--- src/rtl/dg0045_ram_rmw.sv ---
// DATA_W x 2**ADDR_W data RAM with write, increment/decrement read-modify-write
// and a self-running clear sequencer that fills the array after reset or on request.
module dg0045_ram_rmw #(
    parameter int                DATA_W    = 4,
    parameter int                ADDR_W    = 5,
    parameter logic [DATA_W-1:0] CLEAR_VAL = '0
) (
    input  logic              RAM_clk,
    input  logic              RAM_rst_n,
    input  logic              clear_req,
    input  logic [1:0]        op,
    input  logic [ADDR_W-1:0] addr,
    input  logic [DATA_W-1:0] din,
    output logic [DATA_W-1:0] dout,
    output logic              carry,
    output logic              busy
);

    localparam int DEPTH = 2**ADDR_W;

    localparam logic [1:0] OP_NOP   = 2'b00;
    localparam logic [1:0] OP_WRITE = 2'b01;
    localparam logic [1:0] OP_INC   = 2'b10;
    localparam logic [1:0] OP_DEC   = 2'b11;

    typedef enum logic {IDLE, CLEAR} state_t;

    state_t            state, state_next;
    logic [ADDR_W-1:0] clr_ptr, clr_ptr_next;
    logic              carry_next;
    logic              mem_we;
    logic [ADDR_W-1:0] mem_waddr;
    logic [DATA_W-1:0] mem_wdata;
    logic [DATA_W:0]   rmw_res;
    logic [DATA_W-1:0] rd_word;
    logic [DATA_W-1:0] mem [DEPTH];

    // Top bit of the widened result is the carry-out / borrow-out.
    function automatic logic [DATA_W:0] rmw_inc(input logic [DATA_W-1:0] v);
        return {1'b0, v} + (DATA_W+1)'(1);
    endfunction

    function automatic logic [DATA_W:0] rmw_dec(input logic [DATA_W-1:0] v);
        return {1'b0, v} - (DATA_W+1)'(1);
    endfunction

    assign rd_word = mem[addr];
    assign busy    = (state == CLEAR);
    // Mask possibly undefined contents while the sequencer is still filling.
    assign dout    = busy ? CLEAR_VAL : rd_word;

    always_ff @(posedge RAM_clk or negedge RAM_rst_n) begin
        if (!RAM_rst_n) begin
            state   <= CLEAR;
            clr_ptr <= '0;
            carry   <= 1'b0;
        end else begin
            state   <= state_next;
            clr_ptr <= clr_ptr_next;
            carry   <= carry_next;
        end
    end

    always_ff @(posedge RAM_clk) begin
        if (mem_we) begin
            mem[mem_waddr] <= mem_wdata;
        end
    end

    always_comb begin
        state_next   = state;
        clr_ptr_next = clr_ptr;
        carry_next   = carry;
        mem_we       = 1'b0;
        mem_waddr    = addr;
        mem_wdata    = din;
        rmw_res      = '0;
        case (state)
            CLEAR: begin
                mem_we       = 1'b1;
                mem_waddr    = clr_ptr;
                mem_wdata    = CLEAR_VAL;
                clr_ptr_next = clr_ptr + ADDR_W'(1);
                if (clr_ptr == ADDR_W'(DEPTH - 1)) begin
                    state_next = IDLE;
                end
            end
            IDLE: begin
                if (clear_req) begin
                    state_next   = CLEAR;
                    clr_ptr_next = '0;
                end else begin
                    case (op)
                        OP_WRITE: mem_we = 1'b1;
                        OP_INC: begin
                            rmw_res    = rmw_inc(rd_word);
                            mem_we     = 1'b1;
                            mem_wdata  = rmw_res[DATA_W-1:0];
                            carry_next = rmw_res[DATA_W];
                        end
                        OP_DEC: begin
                            rmw_res    = rmw_dec(rd_word);
                            mem_we     = 1'b1;
                            mem_wdata  = rmw_res[DATA_W-1:0];
                            carry_next = rmw_res[DATA_W];
                        end
                        OP_NOP:  mem_we = 1'b0;
                        default: mem_we = 1'b0;
                    endcase
                end
            end
            default: state_next = CLEAR;
        endcase
    end

endmodule

--- config.mk ---
export PLATFORM = sky130hd
export DESIGN_NAME = dg0045_ram_rmw
export DESIGN_NICKNAME = d
export VERILOG_FILES = /design/src/rtl/dg0045_ram_rmw.sv
export SDC_FILE = /design/constraint.sdc
export NUM_CORES = 1
export LEC_CHECK = 0
export ABC_AREA = 1
export CAP_MARGIN = 5
export CELL_PAD_IN_SITES_DETAIL_PLACEMENT = 0
export CELL_PAD_IN_SITES_GLOBAL_PLACEMENT = 1
export CORE_ASPECT_RATIO = 1.5
export CORE_MARGIN = 2
export CORE_UTILIZATION = 54
export CTS_CLUSTER_SIZE = 8
export DETAILED_ROUTE_END_ITERATION = 12
export DONT_BUFFER_PORTS = 1
export GPL_TIMING_DRIVEN = 0
export HOLD_SLACK_MARGIN = 0.02
export PLACE_DENSITY = 0.91
export REMOVE_ABC_BUFFERS = 1
export SLEW_MARGIN = 20
export SYNTH_ARGS = -nofsm -noshare
export SYNTH_HDL_FRONTEND = slang
export SYNTH_SLANG_ARGS = --single-unit
--- constraint.sdc ---
create_clock -name RAM_clk -period 5.8 [get_ports RAM_clk]
set_input_delay 0.58 -clock RAM_clk [delete_from_list [all_inputs] [get_ports RAM_clk]]
set_output_delay 0.58 -clock RAM_clk [all_outputs]
set_load 0.005 [all_outputs]
==> flow_metrics.tcl <==
set metrics [dict create \
    status "complete, no violations" \
    pwr-share-seq_pct 46.1 \
    n_antenna_cell 0 \
    instances_no_fill 738 \
    core_mm2 0.0110 \
    internal_power_mw 1.99 \
    switching_share_pct 30.7 \
    maxSlewViolCount 0 \
    crit_path_max_fanout 65 \
    areaGrowthSynthToFinish_pct 9.43 \
    period_minus_slack_ns 3.84 \
    ios 20 \
    drt_wl_total_um 13100 \
    gr-total-overflow 0 \
    cts_tree "built" \
    die_y_um 134 \
    rows 47 \
    rsz0062_at_grt "false" \
    path_clk_slew_ns 0.06 \
    multiInputGateArea_mm2 0.00178 \
    clock_latency_ns 0.42 \
    max_freq_mhz 260 \
    cts_resized 0 \
    nNetsFinal 596 \
    powerDensity_mw_per_mm2 430 \
    power_leakage_nw 2.56 \
    ir_drop_v 0.000378 \
    crit_type "input port to register" \
    clock-sinks 135 \
    antenna_left 0 \
    synth_edf_count 128 \
    power_switching_mw 0.878 \
    drc 0 \
    critPathArrivalTime_ns 3.66 \
    dpl.hpwl_um 7910 \
    ys_seq_elements 135 \
    antenna_found_initial 0 \
    vias_per_cell 5.61 \
    cp.required_ns 5.61 \
    ys_seq_area_share_pct 66.0 \
    io_buffers 0 \
    synthDistinctLibCells 30 \
    synthCells 585 \
    synthArstFlopShare_pct 5.19 \
    clkPwrFrac_pct 34.5 \
    fin_tns_setup_ns 0 \
    end_kind "register" \
    cts-htree-levels 4 \
    grt_pass1_wl_um 20600 \
    fp.dieW_um 90.7 \
    wl_per_cell_um 17.7 \
    synth_area_mm2 0.00609 \
    firstDrtPassIters 5 \
    final_util_pct 60.6 \
    slew_headroom_pct 28.0 \
    hold_viol 0 \
    grt_max_degree 66 \
    vias 4142 \
    cts_root_buffer "clkbuf_16" \
    drt_iter0_drc 296 \
    hold_path_class "input port to register" \
    finalCritPeriodShare_pct 66.2 \
    dp.cells 705 \
    grt_pass1_vias 4126 \
    hold_buffers 1 \
    hold_ws_ns 0.408 \
    finalSetupViolations 0 \
    drive_above_1_share_pct 8.46 \
    post_cts_buffers 0 \
    dieArea_mm2 0.0122 \
    synth_top_cell_area_share_pct 63.1 \
    fillerInstances 887 \
    numCtsBuffers 17 \
    synth-main-ff-cell "edfxtp_1" \
    ys_top_cells_by_area "edfxtp_1 63%, nand2_1 13%, nand3_1 8.9%, nor2_1 3.0%, dfrtp_1 2.5%" \
    p_total_mw 2.87 \
    worst_pin_slew_ns 1.07 \
    rrSetupSlack_ns 2.63 \
    start_kind "input port" \
    grt_use_total_pct 22.8 \
    cap_violations 0 \
    ys_top_cells_by_count "206 x nand2_1, 128 x edfxtp_1, 108 x nand3_1" \
    synth_most_common_cell "nand2_1" \
    yosys_warnings 0 \
    cts_buffer_depth 2 \
    gp_congestion 0.877 \
    p_comb_share_pct 19.4 \
    fin_skew_ns 0.0113 \
    initial_core_util_pct 55.4 \
    avgSynthCellArea_um2 10.4 \
    register_area_mm2 0.00402 \
    yosysTopAreaCell "edfxtp_1" \
]
## cell families after synthesis
logic type / count (synthesis) / share of synthesized area (%)
and+or+nand+nor: 377 / 26.3
AOI/OAI and AO/OA: 17 / 1.58
muxes: 1 / 0.164
DFF: 135 / 66.0
xor gates and xnor gates: 1 / 0.144
adders and majority gates: 4 / 0.822
buffers and inverters: 50 / 4.99
## stage by stage
stage	setup WS, ns	cell area (um^2)
6_report	1.96	6660
2_1_floorplan	2.94	5870
5_1_grt	1.74	6660
4_1_cts	2.25	6660
3_3_place_gp	1.67	6050
3_5_place_dp	1.84	6090
## critical path, stage by stage
cell,delay (ns)
clkinv_2,0.67
nand2_1,0.26
nand3_1,0.09
nand3_1,0.15
nand2_1,0.08
nand2_1,0.07
nand3_1,0.10
nand2_2,0.14
ha_1,0.26
xnor2_1,0.16
nand2_1,0.07
o211ai_1,0.11
clkinv_1,0.86
## registers in the layout, summed over array words and instances, names as in the netlist
signal	count
clr_ptr	5
carry	1
mem	128
busy	1
## path summary, 6_finish.rpt
kind,start,end,cells past startpoint
worst min register to register,carry$_DFFE_PN0P_,carry$_DFFE_PN0P_,2
worst max-delay path,addr[0],mem[12][1]$_DFFE_PP_,13
worst min-delay path,op[1],carry$_DFFE_PN0P_,3
max in group asynchronous,RAM_rst_n,busy$_DFF_PN1_,1
min in group asynchronous,RAM_rst_n,carry$_DFFE_PN0P_,1
worst max register to register,mem[4][1]$_DFFE_PP_,mem[12][1]$_DFFE_PP_,12
## per-layer routing
layer	up-vias	GRT usage, %	share of wire [%]
met5	-	0	0
met2	163	40.2	53
met4	0	14.5	3.9
li1	1985	-	-
met3	39	4.83	5.8
met1	1955	25.0	37
## layout by cell type, fill, tap and decap left out, types with 2 or more instances in the layout
cell type / instances
o21ai_0: 10
clkinv_4: 2
inv_1: 16
nand3b_1: 2
a21oi_1: 3
clkinv_2: 3
nand4_1: 2
inv_2: 4
clkinv_1: 2
ha_1: 4
dfrtp_1: 6
clkinvlp_4: 7
nor2_1: 49
nand3_1: 108
nand2_1: 204
nand2_2: 6
inv_6: 2
edfxtp_1: 128
nand3_2: 2
clkbuf_16: 17
## layout make-up
type,instances,area share (%)
flip-flops and latches,135,60.3
repair buffers,2,0.563
well taps,147,2.76
multi-input cells,400,26.7
inverters,22,1.26
clock buffers,17,6.38
clock inverters,15,1.97
## power by group through the flow
stage          registers [mW]  logic [mW]  clock network, mW
2_1_floorplan            1.32       0.364                  0
3_3_place_gp             1.34       0.517                  0
3_5_place_dp             1.34       0.544                  0
4_1_cts                  1.32       0.550              0.989
5_1_grt                  1.34       0.614               1.02
6_report                 1.32       0.557              0.988
Note: power is estimated with default switching activity, not from simulation.
